===== config.mk =====
export PLATFORM = sky130hd
export DESIGN_NAME = btn_input_ctrl
export DESIGN_NICKNAME = d
export VERILOG_FILES = /design/src/rtl/btn_input_ctrl.sv
export SDC_FILE = /design/constraint.sdc
export NUM_CORES = 1
export LEC_CHECK = 0
export ABC_AREA = 1
export CORE_UTILIZATION = 40
export CTS_BUF_LIST = sky130_fd_sc_hd__clkbuf_8
export CTS_CLUSTER_DIAMETER = 200
export DETAILED_ROUTE_END_ITERATION = 8
export DONT_BUFFER_PORTS = 1
export MAX_ROUTING_LAYER = met4
export PLACE_DENSITY_LB_ADDON = 0.15
export SYNTH_ARGS = -nofsm -noshare
export SYNTH_HDL_FRONTEND = slang
export SYNTH_SLANG_ARGS = --single-unit

===== constraint.sdc =====
create_clock -name i_clk -period 2.3 [get_ports i_clk]
set_input_delay 0 -clock i_clk [delete_from_list [all_inputs] [get_ports i_clk]]
set_output_delay 0 -clock i_clk [all_outputs]
set_load 0.05 [all_outputs]

===== src/rtl/btn_input_ctrl.sv =====
// Multi-channel button front end: two-flop synchroniser, debounce, and press/release/
// long-press/auto-repeat strobes per channel, all channels fully independent.

module btn_input_ctrl_chk #(
    parameter int NUM_CH = 2
) (
    input logic              i_clk,
    input logic              i_rst,
    input logic [NUM_CH-1:0] o_btn,
    input logic [NUM_CH-1:0] o_press,
    input logic [NUM_CH-1:0] o_release,
    input logic [NUM_CH-1:0] o_long,
    input logic [NUM_CH-1:0] o_repeat
);
    localparam logic [NUM_CH-1:0] ZERO = {NUM_CH{1'b0}};

    a_press_level : assert property (@(posedge i_clk) disable iff (i_rst)
        ((o_press & ~o_btn) == ZERO));
    a_release_level : assert property (@(posedge i_clk) disable iff (i_rst)
        ((o_release & o_btn) == ZERO));
    a_hold_level : assert property (@(posedge i_clk) disable iff (i_rst)
        (((o_long | o_repeat) & ~o_btn) == ZERO));
    a_press_exclusive : assert property (@(posedge i_clk) disable iff (i_rst)
        ((o_press & (o_long | o_repeat | o_release)) == ZERO));
    a_long_repeat_exclusive : assert property (@(posedge i_clk) disable iff (i_rst)
        ((o_long & o_repeat) == ZERO));
endmodule

module btn_input_ctrl #(
    parameter int NUM_CH          = 2,
    parameter int MIN_PULSE_WIDTH = 25000,
    parameter int IN_ACTIVE_LOW   = 1,
    parameter int LONG_PRESS      = 12500000,
    parameter int REPEAT_INTERVAL = 2500000
) (
    input  logic              i_clk,
    input  logic              i_rst,
    input  logic [NUM_CH-1:0] i_btn,
    output logic [NUM_CH-1:0] o_btn,
    output logic [NUM_CH-1:0] o_press,
    output logic [NUM_CH-1:0] o_release,
    output logic [NUM_CH-1:0] o_long,
    output logic [NUM_CH-1:0] o_repeat,
    output logic              o_any
);
    localparam int DB_W     = $clog2(MIN_PULSE_WIDTH + 1);
    localparam int HOLD_MAX = (LONG_PRESS > REPEAT_INTERVAL) ? LONG_PRESS : REPEAT_INTERVAL;
    localparam int HOLD_W   = $clog2(HOLD_MAX + 1);

    localparam logic              IDLE_LVL  = (IN_ACTIVE_LOW != 0) ? 1'b1 : 1'b0;
    localparam logic              REP_EN    = (REPEAT_INTERVAL > 0) ? 1'b1 : 1'b0;
    localparam logic [DB_W-1:0]   DB_LAST   = DB_W'(MIN_PULSE_WIDTH - 1);
    localparam logic [HOLD_W-1:0] LONG_LAST = HOLD_W'(LONG_PRESS - 1);
    localparam logic [HOLD_W-1:0] REP_LAST  = (REPEAT_INTERVAL > 0) ?
                                              HOLD_W'(REPEAT_INTERVAL - 1) : {HOLD_W{1'b0}};

    typedef enum logic [1:0] {
        ST_IDLE = 2'd0,
        ST_HOLD = 2'd1,
        ST_LONG = 2'd2
    } hold_st_e;

    for (genvar g = 0; g < NUM_CH; g++) begin : g_ch
        logic              sync1_r;
        logic              sync2_r;
        logic [DB_W-1:0]   db_cnt_r;
        logic              btn_r;
        logic              press_r;
        logic              release_r;
        logic              long_r;
        logic              repeat_r;
        logic [HOLD_W-1:0] hold_cnt_r;
        hold_st_e          hold_st_r;
        logic              level_s;
        logic              diff_s;
        logic              toggle_s;
        logic              rise_s;
        logic              fall_s;

        // Normalise polarity and detect the edge at which the debounced level flips
        always_comb begin
            level_s = sync2_r ^ IDLE_LVL;
            diff_s  = level_s ^ btn_r;
            if (diff_s && (db_cnt_r == DB_LAST)) begin
                toggle_s = 1'b1;
            end else begin
                toggle_s = 1'b0;
            end
            rise_s = toggle_s & ~btn_r;
            fall_s = toggle_s & btn_r;
        end

        // Synchroniser, debounce counter, debounced level and press/release strobes
        always_ff @(posedge i_clk or posedge i_rst) begin
            if (i_rst) begin
                sync1_r   <= IDLE_LVL;
                sync2_r   <= IDLE_LVL;
                db_cnt_r  <= {DB_W{1'b0}};
                btn_r     <= 1'b0;
                press_r   <= 1'b0;
                release_r <= 1'b0;
            end else begin
                sync1_r   <= i_btn[g];
                sync2_r   <= sync1_r;
                press_r   <= rise_s;
                release_r <= fall_s;
                if (!diff_s) begin
                    db_cnt_r <= {DB_W{1'b0}};
                end else if (toggle_s) begin
                    btn_r    <= ~btn_r;
                    db_cnt_r <= {DB_W{1'b0}};
                end else begin
                    db_cnt_r <= db_cnt_r + DB_W'(1'b1);
                end
            end
        end

        // Hold FSM; a debounced fall wins over any threshold reached on the same edge
        always_ff @(posedge i_clk or posedge i_rst) begin
            if (i_rst) begin
                hold_st_r  <= ST_IDLE;
                hold_cnt_r <= {HOLD_W{1'b0}};
                long_r     <= 1'b0;
                repeat_r   <= 1'b0;
            end else begin
                long_r   <= 1'b0;
                repeat_r <= 1'b0;
                if (fall_s) begin
                    hold_st_r  <= ST_IDLE;
                    hold_cnt_r <= {HOLD_W{1'b0}};
                end else begin
                    case (hold_st_r)
                        ST_IDLE: begin
                            hold_cnt_r <= {HOLD_W{1'b0}};
                            if (rise_s) begin
                                hold_st_r <= ST_HOLD;
                            end else begin
                                hold_st_r <= ST_IDLE;
                            end
                        end
                        ST_HOLD: begin
                            if (hold_cnt_r == LONG_LAST) begin
                                long_r     <= 1'b1;
                                hold_st_r  <= ST_LONG;
                                hold_cnt_r <= {HOLD_W{1'b0}};
                            end else if (btn_r) begin
                                hold_cnt_r <= hold_cnt_r + HOLD_W'(1'b1);
                            end else begin
                                hold_cnt_r <= {HOLD_W{1'b0}};
                            end
                        end
                        ST_LONG: begin
                            if (!REP_EN) begin
                                hold_cnt_r <= {HOLD_W{1'b0}};
                            end else if (hold_cnt_r == REP_LAST) begin
                                repeat_r   <= 1'b1;
                                hold_cnt_r <= {HOLD_W{1'b0}};
                            end else begin
                                hold_cnt_r <= hold_cnt_r + HOLD_W'(1'b1);
                            end
                        end
                        default: begin
                            hold_st_r  <= ST_IDLE;
                            hold_cnt_r <= {HOLD_W{1'b0}};
                        end
                    endcase
                end
            end
        end

        assign o_btn[g]     = btn_r;
        assign o_press[g]   = press_r;
        assign o_release[g] = release_r;
        assign o_long[g]    = long_r;
        assign o_repeat[g]  = repeat_r;
    end

    assign o_any = |o_btn;

    btn_input_ctrl_chk #(
        .NUM_CH (NUM_CH)
    ) u_chk (
        .i_clk     (i_clk),
        .i_rst     (i_rst),
        .o_btn     (o_btn),
        .o_press   (o_press),
        .o_release (o_release),
        .o_long    (o_long),
        .o_repeat  (o_repeat)
    );
endmodule


== After elaboration in Yosys (flattened, before gate mapping) ==
Cells that the tools add are included.

* Add/subtract/negate cells: 4
* Equality and inequality tests: 14
* Mux-type cells: 36
* Bitwise logic cells: 10
* Reduce and logical (&&, ||, !) cells: 9

{| class="wikitable"
|+ Operators by type and width
! kind !! number
|-
| two-way mux 24 bit || 8
|-
| case mux 24 bit (2 select lines) || 2
|-
| two-way mux 15 bit || 4
|-
| adder 24 x 1 -> 24 bit (second input constant) || 2
|-
| == test 24 x 22 -> 1 bit (second input constant) || 2
|-
| == test 24 bit (second input constant) || 2
|-
| adder 15 x 1 -> 15 bit (second input constant) || 2
|-
| == test 15 bit (second input constant) || 2
|-
| two-way mux 1 bit || 16
|-
| case mux 2 bit (3 select lines) || 2
|-
| two-way mux 2 bit || 4
|-
| AND reduction 2 bit || 4
|-
| != test 3 bit (second input constant) || 2
|-
| bitwise AND 1 bit || 4
|-
| == test 2 x 1 -> 1 bit (second input constant) || 2
|-
| == test 2 bit (second input constant) || 2
|-
| zero test 2 bit || 2
|-
| != test 2 bit (second input constant) || 2
|-
| inverter 1 bit || 4
|-
| logical AND 1 bit || 2
|-
| OR reduction 2 bit || 1
|-
| XOR 1 bit || 2
|}

* Flip-flop bits (word level): 96
* Input port bits: 4
* Output and inout port bits: 11
* Word-level logic and storage cells: 93

== Depth between registers and ports, before layout ==
* Depth after elaboration: 8
* Depth in mapped cells: 11
* Gate-level depth less buffers: 10

== Worst setup path after synthesis ==
No wires, ideal clock.

* Path kind: reg-to-reg
* Start point: reg g_ch[0].hold_cnt_r[0]
* End point: reg g_ch[0].hold_cnt_r[10]
* Library setup time: 121 ps
* Data arrival time: 1362 ps
* Data required time: 2179 ps
* Path slack: 818 ps
* Cell stages (with the launch flop): 12
* Path buffers: 1
* Period minus slack after synthesis: 1482 ps
* Cells stage by stage: dfrtp_1 ha_1 nand2_1 inv_1 nand3_1 nor2_1 nand3_1 nand3_1 nand2_2 nand2_8 buf_12 nor2_2

* Cells in the longest elaborated chain, start to end: 5
* Elaborated cells between the ends (all ways): 8
* Those cells by class: add/sub: 1; eq/ne: 2; mux: 5

{| class="wikitable"
|+ RTL lines
! item !! RTL line !! RTL
|-
| start, declared || 72 || <nowiki>logic [HOLD_W-1:0] hold_cnt_r;</nowiki>
|-
| start signal, assigned || 122 || <nowiki>hold_cnt_r <= {HOLD_W{1'b0}};</nowiki>
|-
| start signal, assigned || 130 || <nowiki>hold_cnt_r <= {HOLD_W{1'b0}};</nowiki>
|-
| start signal, assigned || 134 || <nowiki>hold_cnt_r <= {HOLD_W{1'b0}};</nowiki>
|-
| adder 24 x 1 -> 24 bit || 147, 159 ||
|-
| two-way mux 24 bit || 146 || <nowiki>end else if (btn_r) begin</nowiki>
|-
| two-way mux 24 bit || 142 || <nowiki>if (hold_cnt_r == LONG_LAST) begin</nowiki>
|-
| case mux 24 bit (2 select lines) (*) || 132 || <nowiki>case (hold_st_r)</nowiki>
|-
| two-way mux 24 bit (*) || 128 || <nowiki>if (fall_s) begin</nowiki>
|}

Every way passes the cells marked *; elsewhere a longest branch is shown, timed or not.
A chain may end at the register's enable or synchronous reset.

== Worst setup path in the final report ==
* Start point: reg g_ch[0].db_cnt_r[0]
* End point: reg g_ch[0].db_cnt_r[14]

* Cells in the longest elaborated chain, start to end: 5
* Elaborated cells between the ends (all ways): 6
* Those cells by class: add/sub: 1; eq/ne: 1; mux: 3; reduce/logical: 1

{| class="wikitable"
|+ RTL lines
! item !! RTL line !! RTL
|-
| start, declared || 66 || <nowiki>logic [DB_W-1:0] db_cnt_r;</nowiki>
|-
| start signal, assigned || 98 || <nowiki>db_cnt_r <= {DB_W{1'b0}};</nowiki>
|-
| start signal, assigned || 108 || <nowiki>db_cnt_r <= {DB_W{1'b0}};</nowiki>
|-
| start signal, assigned || 111 || <nowiki>db_cnt_r <= {DB_W{1'b0}};</nowiki>
|-
| branches (longest 3 deep; another with adder 15 x 1 -> 15 bit) || n/a ||
|-
| two-way mux 15 bit (*) || 109 || <nowiki>end else if (toggle_s) begin</nowiki>
|-
| two-way mux 15 bit (*) || 107 || <nowiki>if (!diff_s) begin</nowiki>
|}

Every way passes the cells marked *.

==> impl_metrics.ini <==
[outcome]
run_status = completed

[floorplanning]
initial_core_util = 0.415
core_area_um2 = 12800
die_w_um = 117
rows = 41
ios = 15
die_area_um2 = 13800
die_h_um = 117

[synth]
yosysWarnings = 0
synth.avg_cell_area_um2 = 7.86
ys_seq_elements = 96
synth.distinct_cells = 34
synthCells = 678
syn_area_um2 = 5330
synthesis.nets = 692
synth.yosys.seq_area_share = 0.452

[placement]
dpl.hpwl_um = 7660
dp_slack_ns = 0.333
io_buffers = 0
gp_congestion = 0.916

[critical_path]
cp.required_ns = 2.61
arrival_ns = 2.26
slowest_delay_ns = 0.68
endpoint_kind = register
crit_fanout = 11
crit_family = compound AO/OA/AOI/OAI gates
critPathSlowestCell = a21oi_1
cp-start-kind = register
timing.critical_path.cells = ha_1 > nand2_1 > nor2_2 > a21oi_1 > o21ai_0 > nor2_1
cp_num_buf_inv = 0
worstSetupPathType = reg -> reg

[sta]
fin_crit_sh = 0.848
rsz0062_at_grt = no
setup_viol = 0
relSlewSlack = 0.432
final-hold-violation-count = 0
slew_violations = 0
max_slew.worst_pin.slew_ns = 0.852
fin_ws_ns = 0.350
setup_tns_ns = 0
fin_skew_ns = 0.00924
max_freq_ghz = 0.513
fin_crit_ns = 1.95

[flow_run]
cap_violations = 0

[detailed_routing]
first_pass_iters = 4
first_iter_violations = 286
drc = 0
viasPerCell = 4.75
vias = 4075
ant_nets = 0
routedWlPerCell_um = 12.1
postRouteWirelength_um = 10400

[global_route]
grt.overflow.total = 0
track_usage = 0.171
antenna_found_initial = 0
grt_pass1_wl_um = 18500
grt_max_degree = 49
grt_pass1_vias = 3966

[finish]
area_growth_pct = 7.16
antenna_cells = 0
final_layout_size_suffix_gt1_frac = 0.0889
nFillCells = 1306
layout_common_cells = nor2_1, nand2_1, inv_1
final_common_cell = nor2_1
nets = 695

[power]
p_per_area_nw_per_um2 = 534
ir_drop_uv = 215
power_leakage_uw = 0.00249

[cts]
clock_latency_ns = 0.38
post-cts-setup-buffers = 0
cts_tree = yes
cts_resized = 0
cts_max_level = 3
numCtsBuffers = 9
clock_sinks = 96
holdBufCountCts = 3
clk_path_buf_depth = 2
root_buffer = clkbuf_8
cts.clk_slew.worst_paths_ns = 0.10

[worst_hold_path]
hold_path.class = in -> async
flip-flops by register name (all words and copies together) (netlist names):
| name | cells |
|---|---|
| g_ch.hold_cnt_r | 48 |
| g_ch.sync2_r | 2 |
| g_ch.long_r | 2 |
| g_ch.press_r | 2 |
| g_ch.db_cnt_r | 30 |
| g_ch.btn_r | 2 |
| g_ch.hold_st_r | 4 |
| g_ch.repeat_r | 2 |
| g_ch.release_r | 2 |
| g_ch.sync1_r | 2 |
stage by stage:
stage | cells | power, uW | hold slack [ns] | util | cell area, um^2
3_5_place_dp | 839 | 1820 | -0.0914 | 0.425 | 5450
6_report | 858 | 3050 | 0.0961 | 0.445 | 5710
4_1_cts | 858 | 3120 | 0.0882 | 0.445 | 5710
5_1_grt | 858 | 3200 | 0.0930 | 0.445 | 5710
2_1_floorplan | 678 | 1790 | 0.00448 | - | 5330
3_3_place_gp | 839 | 1820 | -0.101 | 0.425 | 5450
synth_stat cells (all sizes together):
library cell,n,area [um^2]
o211ai,1,7.51
a21oi,10,50.1
nand3b,1,7.51
buf,15,138
nand3,56,290
inv,99,372
xnor2,10,87.6
nor3,22,126
nand2,134,537
o21ai,9,45.0
xor2,37,324
ha,10,125
dfstp,4,105
nor3b,3,27.5
and2,1,6.26
dfrtp,92,2300
nand4,21,153
nor2,153,624
area by class of cell:
class                           instances  area [um^2]  share of cell area
Timing Repair Buffer                    7         72.6              0.0127
Tap cell                              172          215              0.0377
Multi-Input combinational cell        468         2410               0.422
Inverter                               99          375              0.0657
Clock buffer                           10          138              0.0241
Clock inverter                          6         90.1              0.0158
Sequential cell                        96         2410               0.422
per-layer routing:
metal  vias up  part of all wire  GRT usage
met5         -                 0          -
met1      1894              0.49      0.221
li1       2105                 -          -
met3        15             0.033     0.0370
met4         0             0.020     0.0690
met2        61              0.45      0.259
path summary, 6_finish.rpt:
| kind | startpoint | end | slack, ns | cells after the start |
|---|---|---|---|---|
| setup / recovery | g_ch[0].db_cnt_r[0]$_DFF_PP0_ | g_ch[0].db_cnt_r[14]$_DFF_PP0_ | 0.35 | 6 |
| hold / removal | i_rst | g_ch[0].press_r$_DFF_PP0_ | 0.1 | 2 |
| setup reg to reg | g_ch[0].db_cnt_r[0]$_DFF_PP0_ | g_ch[0].db_cnt_r[14]$_DFF_PP0_ | 0.35 | 6 |
| hold reg to reg | g_ch[1].sync1_r$_DFF_PP1_ | g_ch[1].sync2_r$_DFF_PP1_ | 0.36 | 0 |
| max in group asynchronous | i_rst | g_ch[0].hold_cnt_r[11]$_DFF_PP0_ | 1.46 | 3 |
| min in group i_clk | i_btn[0] | g_ch[0].sync1_r$_DFF_PP1_ | 0.15 | 1 |
logic make-up (layout without fill, tap and decap cells):
| family | after synthesis | count (layout) | share of synthesized area |
|---|---|---|---|
| AOI/OAI and AO/OA | 20 | 20 | 0.0193 |
| xor gates and xnor gates | 47 | 47 | 0.0773 |
| adders and majority gates | 10 | 10 | 0.0235 |
| buffers and inverters | 114 | 122 | 0.0956 |
| DFF | 96 | 96 | 0.452 |
| and+or+nand+nor | 391 | 391 | 0.333 |
where the power goes:
part | internal [uW] | switching (uW) | leakage (uW) | total (uW)
registers | 1700 | 8.05 | 0.00132 | 1710
clock network | 648 | 620 | 0.000113 | 1270
logic | 18.8 | 55.9 | 0.00106 | 74.7
Power figures use the tool's default switching activity.
